**src/rtl/countdown_sequencer_if.sv**
```systemverilog
// Control/status bundle between the front-panel controls, the countdown sequencer and the display/alarm logic.
interface countdown_sequencer_if #(
  parameter int WIDTH = 9
);
  logic             start;
  logic             pause;
  logic             clear;
  logic [WIDTH-1:0] load_value;
  logic [WIDTH-1:0] count;
  logic [1:0]       state;
  logic             tick;
  logic             done;
  logic             alarm;

  modport master (
    output start, pause, clear, load_value,
    input  count, state, tick, done, alarm
  );

  modport slave (
    input  start, pause, clear, load_value,
    output count, state, tick, done, alarm
  );
endinterface

```
**src/rtl/countdown_sequencer.sv**
```systemverilog
// Countdown timer control FSM with tick prescaler, done pulse and timed alarm.
// Optional COUNTDOWN_AUTO_RELOAD_EN: reload the last started value on expiry instead of alarming.
module countdown_sequencer #(
  parameter int WIDTH       = 9,
  parameter int TICK_DIV    = 50000000,
  parameter int ALARM_TICKS = 8
) (
  input logic                    clock,
  input logic                    reset,
  countdown_sequencer_if.slave   bus
);
  localparam int PW = (TICK_DIV > 2) ? $clog2(TICK_DIV) : 1;
  localparam int AW = $clog2(ALARM_TICKS + 1);
  localparam logic [PW-1:0] PRESC_MAX  = PW'(TICK_DIV - 1);
  localparam logic [AW-1:0] ALARM_LAST = AW'(ALARM_TICKS - 1);

  typedef enum logic [1:0] {
    S_IDLE    = 2'd0,
    S_RUN     = 2'd1,
    S_PAUSED  = 2'd2,
    S_EXPIRED = 2'd3
  } state_t;

  state_t           r_state, w_state_next;
  logic [WIDTH-1:0] r_count, w_count_next;
  logic [PW-1:0]    r_presc, w_presc_next;
  logic [AW-1:0]    r_alarm_cnt, w_alarm_cnt_next;
  logic             r_done, w_done_next;
  logic             w_tick;
  logic             w_load_ok;
`ifdef COUNTDOWN_AUTO_RELOAD_EN
  logic [WIDTH-1:0] r_reload, w_reload_next;
`endif

  assign w_tick    = (r_presc == PRESC_MAX) && (r_state == S_RUN || r_state == S_EXPIRED);
  assign w_load_ok = bus.start && (bus.load_value != '0);

  always_ff @(posedge clock) begin
    if (reset) begin
      r_state     <= S_IDLE;
      r_count     <= '0;
      r_presc     <= '0;
      r_alarm_cnt <= '0;
      r_done      <= 1'b0;
`ifdef COUNTDOWN_AUTO_RELOAD_EN
      r_reload    <= '0;
`endif
    end else begin
      r_state     <= w_state_next;
      r_count     <= w_count_next;
      r_presc     <= w_presc_next;
      r_alarm_cnt <= w_alarm_cnt_next;
      r_done      <= w_done_next;
`ifdef COUNTDOWN_AUTO_RELOAD_EN
      r_reload    <= w_reload_next;
`endif
    end
  end

  always_comb begin
    w_state_next     = r_state;
    w_count_next     = r_count;
    w_presc_next     = r_presc;
    w_alarm_cnt_next = r_alarm_cnt;
    w_done_next      = 1'b0;
`ifdef COUNTDOWN_AUTO_RELOAD_EN
    w_reload_next    = bus.clear ? '0 : r_reload;
`endif

    if (r_state == S_RUN || r_state == S_EXPIRED) begin
      w_presc_next = w_tick ? '0 : r_presc + PW'(1);
    end

    case (r_state)
      S_IDLE: begin
        w_count_next = '0;
        w_presc_next = '0;
        if (!bus.clear && w_load_ok) begin
          w_count_next = bus.load_value;
          w_state_next = S_RUN;
`ifdef COUNTDOWN_AUTO_RELOAD_EN
          w_reload_next = bus.load_value;
`endif
        end
      end

      S_RUN: begin
        if (bus.clear) begin
          w_count_next = '0;
          w_state_next = S_IDLE;
        end else if (w_tick && r_count == WIDTH'(1)) begin
          w_done_next = 1'b1;
`ifdef COUNTDOWN_AUTO_RELOAD_EN
          w_count_next = r_reload;
          if (bus.pause) w_state_next = S_PAUSED;
`else
          // Expiry wins over a coincident pause so the timer never parks at zero.
          w_count_next = '0;
          w_state_next = S_EXPIRED;
`endif
        end else begin
          if (w_tick && r_count != '0) w_count_next = r_count - WIDTH'(1);
          if (bus.pause) w_state_next = S_PAUSED;
        end
      end

      S_PAUSED: begin
        if (bus.clear) begin
          w_count_next = '0;
          w_state_next = S_IDLE;
        end else if (bus.start && !bus.pause) begin
          w_state_next = S_RUN;
        end
      end

      S_EXPIRED: begin
        w_count_next = '0;
        if (bus.clear) begin
          w_alarm_cnt_next = '0;
          w_state_next     = S_IDLE;
        end else if (w_load_ok) begin
          w_count_next     = bus.load_value;
          w_presc_next     = '0;
          w_alarm_cnt_next = '0;
          w_state_next     = S_RUN;
        end else if (w_tick) begin
          if (r_alarm_cnt == ALARM_LAST) begin
            w_alarm_cnt_next = '0;
            w_state_next     = S_IDLE;
          end else begin
            w_alarm_cnt_next = r_alarm_cnt + AW'(1);
          end
        end
      end

      default: w_state_next = S_IDLE;
    endcase

    if (w_state_next == S_IDLE) w_presc_next = '0;
  end

  assign bus.count = r_count;
  assign bus.state = r_state;
  assign bus.tick  = w_tick;
  assign bus.done  = r_done;
  assign bus.alarm = (r_state == S_EXPIRED);
endmodule

```
**src/flat_wrapper.sv**
```systemverilog
// flat-port wrapper written by rule: the top's interface ports become plain ports
module countdown_sequencer_flat 
#(
  parameter int WIDTH       = 9,
  parameter int TICK_DIV    = 50000000,
  parameter int ALARM_TICKS = 8
)
  (clock, reset, bus_start, bus_pause, bus_clear, bus_load_value, bus_count, bus_state, bus_tick, bus_done, bus_alarm);
  countdown_sequencer_if #(.WIDTH(WIDTH)) bus_i ();
  input logic clock;
  input logic reset;
  input wire logic [$bits(bus_i.start)-1:0] bus_start;
  input wire logic [$bits(bus_i.pause)-1:0] bus_pause;
  input wire logic [$bits(bus_i.clear)-1:0] bus_clear;
  input wire logic [$bits(bus_i.load_value)-1:0] bus_load_value;
  output wire logic [$bits(bus_i.count)-1:0] bus_count;
  output wire logic [$bits(bus_i.state)-1:0] bus_state;
  output wire logic [$bits(bus_i.tick)-1:0] bus_tick;
  output wire logic [$bits(bus_i.done)-1:0] bus_done;
  output wire logic [$bits(bus_i.alarm)-1:0] bus_alarm;
  assign bus_i.start = bus_start;
  assign bus_i.pause = bus_pause;
  assign bus_i.clear = bus_clear;
  assign bus_i.load_value = bus_load_value;
  assign bus_count = bus_i.count;
  assign bus_state = bus_i.state;
  assign bus_tick = bus_i.tick;
  assign bus_done = bus_i.done;
  assign bus_alarm = bus_i.alarm;
  countdown_sequencer #(.WIDTH(WIDTH), .TICK_DIV(TICK_DIV), .ALARM_TICKS(ALARM_TICKS)) u_core (.clock(clock), .reset(reset), .bus(bus_i));
endmodule
```
**config.mk**
```make
export PLATFORM = sky130hd
export DESIGN_NAME = countdown_sequencer_flat
export DESIGN_NICKNAME = d
export VERILOG_FILES = /design/src/rtl/countdown_sequencer_if.sv /design/src/rtl/countdown_sequencer.sv /design/src/flat_wrapper.sv
export SDC_FILE = /design/constraint.sdc
export NUM_CORES = 1
export LEC_CHECK = 0
export CAP_MARGIN = 20
export CORE_MARGIN = 10
export CORE_UTILIZATION = 40
export DETAILED_ROUTE_END_ITERATION = 12
export RECOVER_POWER = 25
export SLEW_MARGIN = 30
export SYNTH_ARGS = -nofsm -noshare
export SYNTH_HDL_FRONTEND = slang
export SYNTH_SLANG_ARGS = --single-unit
export TNS_END_PERCENT = 50
```
**constraint.sdc**
```tcl
create_clock -name clock -period 3.6 [get_ports clock]
set_clock_uncertainty 0.05 [all_clocks]
set_input_delay 0.54 -clock clock [delete_from_list [all_inputs] [get_ports clock]]
set_output_delay 0.54 -clock clock [all_outputs]
set_load 0.005 [all_outputs]
```
==> results.toml, run 1 <==
[outcome]
status = "complete, no violations"

[layout]
antenna_cells = 0
fillers = 611
synthToLayoutAreaGrowth_pct = 16.7
nets = 335
fin_util_pct = 47.8
drive_gt1_share_pct = 15.9

[yosys]
synth-main-ff-cell = "dfxtp_1"
yosys-top-cells-area = "dfxtp_1 32%, xnor2_1 6.4%, nor4_2 4.8%, ha_1 3.8%, nor2_1 3.2%"
synth_top_area_share_pct = 32.3
synth_area_um2 = 2600
yosys_warnings = 0
syn_inst = 285
syn_avg_cell_area_um2 = 9.13
ys_types = 56
synth_edf_count = 0
yosysMostFrequentCell = "dfxtp_1"
synth-seq-cells = 42
async_flop_share_pct = 0
syn_nets = 307
synthTopCellsByCount = "42 x dfxtp_1, 22 x nor2_1, 19 x xnor2_1"
ys_seq_area_share_pct = 32.3
synth_top_cell_by_area = "dfxtp_1"

[sta]
rsz0062_at_grt = "false"
slew_headroom_pct = 59.7
fin_setup_tns_ns = 0
period_minus_slack_ns = 3.13
finalCritPeriodShare_pct = 87.0
hold_viol = 0
setup_viol = 0
maxSlewViolCount = 0
clock.fmax_ghz = 0.319
tightest_slew_ns = 0.602

[grt]
globalRouteTotalUtil_pct = 12.0
antenna_found_initial = 0
grt_pass1_vias = 2111
grt_max_degree = 27
overflow = 0
grt_pass1_wl_mm = 10.2

[worst_setup_path]
reg2reg_slack_ns = 0.78
crit_required_ns = 3.01
r2r_start = "u_core.bus.state[1]"
reg2reg_to = "u_core.r_alarm_cnt[2]"
arrival_ns = 2.54
cp-startpoint = "u_core.bus.state[1]"
worst-path-max-fanout = 9
crit_path_end_kind = "primary output"
r2r_cells = 9
critical_path_class = "reg2out"
start_kind = "flop"
cp-endpoint = "bus_tick"

[routing]
drtIter0Drc = 128
dr_total_vias = 2221
wl_per_cell_um = 15.7
drt_first_pass_iters = 5
drt-total-wl_mm = 6.13
postRouteAntennaNets = 0
via_per_inst = 5.68
drc = 0

[placed_design]
finalWeightedCongestion = 0.857
numPortBuffers = 27
hpwl_mm = 4.55

[clocking]
cts-resized-gates = 0
root_buffer = "clkbuf_8"
post-cts-setup-buffers = 0
cts_sinks = 42
htree_levels = 2
path_clk_slew_ns = 0.08
cts_buffer_depth = 2
clk_latency_ns = 0.29
cts_hold_buf = 0
cts_tree = "yes"
cts_buffers = 5

[floorplanning]
core_area_um2 = 6350
die_area_um2 = 10100
die_w_um = 101
pin_count = 28
initial_core_util_pct = 41.0
die_h_um = 101
rows = 29

[power]
power.density_nw_per_um2 = 309
p_leak_nw = 1.03
peakVddDrop_uv = 197

[min_path]
hold_class = "reg2reg"

[job]
maxCapViolations = 0
[sequential cells by signal (all words and copies together) (netlist names)]
signal and flops:
u_core.bus.done 1, u_core.bus.count 9, u_core.r_presc 26, u_core.bus.state 2
u_core.r_alarm_cnt 4
[where the power goes]
part	internal, mW	switching [mW]
Clock	0.208	0.162
Combinational	0.0453	0.0501
Sequential	0.468	0.00474
[worst max-delay path, stage by stage, from the launching register on]
cell	delay [ns]
dfxtp_1	0.37
inv_1	0.10
ha_1	0.33
o211a_1	0.38
and4_1	0.32
and2_2	0.23
clkdlybuf4s50_1	0.52
[final cells by class]
class,count,area (µm²),area share [%]
Clock buffer,7,76.3,2.51
Clock inverter,1,30.0,0.989
Inverter,16,60.1,1.98
Multi-Input combinational cell,212,1600,52.7
Sequential cell,42,841,27.7
Tap cell,77,96.3,3.17
Timing Repair Buffer,36,334,11.0
[through the flow]
| step | hold WS (ns) | instance area [µm²] | cells | power (mW) | worst slack, ns |
|---|---|---|---|---|---|
| final | 0.442 | 3040 | 391 | 0.938 | 0.467 |
| after global routing | 0.458 | 3040 | 391 | 0.971 | 0.283 |
| after CTS | 0.443 | 3040 | 391 | 0.949 | 0.473 |
| after detailed placement | 0.432 | 2940 | 383 | 0.579 | 0.540 |
| after global placement | 0.416 | 2940 | 383 | 0.579 | 0.589 |
| after floorplan | 0.399 | 2600 | 285 | 0.542 | 1.16 |
[cells in the final DEF (no fill, tap or decap), types with 3 or more instances in the layout]
cell,n
and4_1,7
nand4_1,9
clkbuf_1,3
nor3_1,13
xnor2_1,19
nand2b_1,5
nand3_1,9
dfxtp_1,42
nor3b_1,4
nand2_1,10
nor4_2,10
a31oi_1,4
and3_1,9
dlygate4sd3_1,12
nor4_1,7
clkbuf_8,5
a21oi_1,10
and2_1,4
o32ai_2,4
clkdlybuf4s50_1,15
xor2_1,6
nor3_2,4
a221oi_1,4
o21ai_0,5
inv_1,16
buf_4,8
a22oi_1,3
nor2_1,22
ha_1,8
[cells by family (layout without fill, tap and decap cells)]
kind of cell	after synthesis	after routing	share of synthesized area, %
adders and majority gates	8	8	3.85
and+or+nand+nor	126	126	31.5
DFF	42	42	32.3
xor gates and xnor gates	25	25	8.41
AOI/OAI and AO/OA	53	53	17.6
buffers and inverters	31	60	6.30
[worst min path at each step]
stage	start	to	slack, ns	cells after the start
6_report	u_core.r_alarm_cnt[1]	u_core.r_alarm_cnt[1]	0.44	2
5_1_grt	u_core.r_alarm_cnt[1]	u_core.r_alarm_cnt[1]	0.46	2
4_1_cts	u_core.r_alarm_cnt[1]	u_core.r_alarm_cnt[1]	0.44	2
3_5_place_dp	u_core.r_alarm_cnt[1]	u_core.r_alarm_cnt[1]	0.43	2
3_3_place_gp	u_core.r_alarm_cnt[1]	u_core.r_alarm_cnt[1]	0.42	2
2_1_floorplan	u_core.r_alarm_cnt[1]	u_core.r_alarm_cnt[1]	0.40	2
[layer usage]
| layer | vias up | track usage (%) | wire length, µm |
|---|---|---|---|
| met4 | 0 | 3.59 | 61 |
| met3 | 4 | 2.67 | 274 |
| met1 | 1047 | 15.3 | 2910 |
| met5 | - | 0 | 0 |
| li1 | 1122 | - | - |
| met2 | 48 | 19.6 | 2880 |
No activity file was read; power rests on OpenSTA's default activity.
==> run 2, diff against run 1 <==
--- a/config.mk
+++ b/config.mk
@@ -5,6 +5,7 @@
 export SDC_FILE = /design/constraint.sdc
 export NUM_CORES = 1
 export LEC_CHECK = 0
+export ABC_CLOCK_PERIOD_IN_PS = 3600
 export CAP_MARGIN = 20
 export CORE_MARGIN = 10
 export CORE_UTILIZATION = 40
==> results of run 2 <==
No change in the layout: final DEF, timing and power equal those of run 1.
==> run 3, diff against run 2 <==
--- a/config.mk
+++ b/config.mk
@@ -5,7 +5,6 @@
 export SDC_FILE = /design/constraint.sdc
 export NUM_CORES = 1
 export LEC_CHECK = 0
-export ABC_CLOCK_PERIOD_IN_PS = 3600
 export CAP_MARGIN = 20
 export CORE_MARGIN = 10
 export CORE_UTILIZATION = 40
==> constraint.sdc (replaced) <==
create_clock -name clock -period 3.1 [get_ports clock]
set_clock_uncertainty 0.05 [all_clocks]
set_input_delay 0.465 -clock clock [delete_from_list [all_inputs] [get_ports clock]]
set_output_delay 0.465 -clock clock [all_outputs]
set_load 0.005 [all_outputs]
==> results.toml, run 3 (same netlist as run 1, synthesis figures left out) <==
[outcome]
status = "complete, no violations"

[power]
p_comb_share_pct = 10.9
peakVddDrop_uv = 182
power.density_nw_per_um2 = 337
sequentialPowerShare_pct = 53.3
power.switching_mw = 0.253
power.total_mw = 1.03
clockPowerShare_pct = 35.8
internal_power_mw = 0.778
swShare_pct = 24.5
p_leak_nw = 1.05

[worst_setup_path]
r2r_start = "u_core.bus.state[0]"
crit_required_ns = 2.58
max_stage_delay_ns = 0.57
crit_path_end_kind = "primary output"
start_kind = "flop"
worst-path-max-fanout = 13
worstPathBufferInverterCount = 1
reg2reg_to = "u_core.r_presc[10]"
arrival_ns = 2.32
critical_path_class = "reg2out"
r2r_cells = 9
cp.depth = 5
critPathTopFamily = "simple AND/OR/NAND/NOR gates"
cp_slowest_cell = "clkdlybuf4s50_1"
reg2reg_slack_ns = 0.60
path_cells = "ha_1 > o211a_1 > and4_4 > and2_2 > clkdlybuf4s50_1"

[grt]
antenna_found_initial = 0
overflow = 0
globalRouteTotalUtil_pct = 12.3
grt_max_degree = 27
grt_pass1_vias = 2123
grt_pass1_wl_mm = 10.4

[sta]
setup_viol = 0
fin_setup_tns_ns = 0
rsz0062_at_grt = "false"
finalCritPeriodShare_pct = 91.5
clock.fmax_ghz = 0.352
worst_hold_slack_ns = 0.440
maxSlewViolCount = 0
period_minus_slack_ns = 2.84
slew_headroom_pct = 54.9
tightest_slew_ns = 0.677
hold_viol = 0

[clocking]
post-cts-setup-buffers = 0
cts_hold_buf = 0
htree_levels = 2
cts_sinks = 42
cts_tree = "yes"
root_buffer = "clkbuf_8"
cts_buffer_depth = 2
clk_latency_ns = 0.30
cts-resized-gates = 0
cts_buffers = 5
path_clk_slew_ns = 0.08

[routing]
wl_met1_mm = 2.99
via_per_inst = 5.67
drt-total-wl_mm = 6.16
drt_first_pass_iters = 4
top_layer_used = "met4"
drc = 0
wl_per_cell_um = 15.6
wl_met2_mm = 2.82
drtIter0Drc = 160
dr_wl_met3_um = 283
postRouteAntennaNets = 0
dr_total_vias = 2233

[placed_design]
numPortBuffers = 27
hpwl_mm = 4.54
finalWeightedCongestion = 0.919
post_dp_cell_area_um2 = 2970
dp_cells = 386

[floorplanning]
die_w_um = 101
die_h_um = 101
rows = 29
initial_core_util_pct = 41.0
core_area_um2 = 6350
pin_count = 28
die_area_um2 = 10100

[layout]
largest_reg_flops = 26
layout.cells.non_filler = 394
drive_gt1_share_pct = 17.0
nets = 338
antenna_cells = 0
layout_common_cells = "42 x dfxtp_1, 22 x nor2_1, 19 x xnor2_1"
layout_commonest_cell = "dfxtp_1"
largest_register = "u_core.r_presc"
synthToLayoutAreaGrowth_pct = 17.5
final_area_um2 = 3060

[min_path]
holdPathStages = 2
hold_class = "reg2reg"
min_from = "u_core.r_alarm_cnt[1]"
hold-path-endpoint = "u_core.r_alarm_cnt[1]"

[job]
maxCapViolations = 0
-- run 3: cell count changes in the layout (fill, tap and decap cells not counted), sizes merged --
cell    change
clkinv      +1
bufinv      -1
buf         +3
-- run 3: power by group through the flow --
stage	clock network [mW]	registers (mW)	logic, mW
2_1_floorplan	0	0.561	0.0684
3_3_place_gp	0	0.562	0.114
3_5_place_dp	0	0.562	0.114
4_1_cts	0.386	0.550	0.115
5_1_grt	0.409	0.550	0.124
6_report	0.368	0.549	0.113
-- run 3: final cells by class --
| cell class | count | area (µm²) |
|---|---|---|
| Fill cell | 610 | 3290 |
| Multi-Input combinational cell | 212 | 1600 |
| Sequential cell | 42 | 841 |
| Timing Repair Buffer | 39 | 369 |
| Tap cell | 77 | 96.3 |
| Clock buffer | 7 | 86.3 |
| Inverter | 16 | 60.1 |
| Clock inverter | 1 | 5.00 |
-- run 3: stage by stage --
| step | worst slack, ns | util [%] |
|---|---|---|
| after floorplan | 0.734 | - |
| after global placement | 0.380 | 46.8 |
| after detailed placement | 0.318 | 46.8 |
| after CTS | 0.220 | 48.2 |
| after global routing | 0.101 | 48.2 |
| final | 0.262 | 48.2 |
-- run 3: per-layer routing --
metal,up-vias,track usage (%)
met5,-,0
li1,1122,-
met3,6,3.16
met4,0,4.46
met1,1062,16.0
met2,43,19.1
-- run 3: how the worst max path moves through the flow --
stage | from | endpoint | slack, ns
6_report | u_core.bus.state[0] | bus_tick | 0.26
4_1_cts | u_core.bus.state[0] | bus_tick | 0.22
5_1_grt | u_core.r_presc[8] | bus_tick | 0.10
3_3_place_gp | bus_load_value[6] | u_core.r_presc[6] | 0.38
3_5_place_dp | bus_load_value[6] | u_core.r_presc[6] | 0.32
2_1_floorplan | u_core.bus.state[1] | bus_tick | 0.73
-- run 3: tightest hold or removal path: cells and delay by family, from the launching register on --
kind | cells | cell delay (ns)
AO/OA/AOI/OAI | 1 | 0.05
flip-flops | 1 | 0.34
AND/OR/NAND/NOR | 1 | 0.06
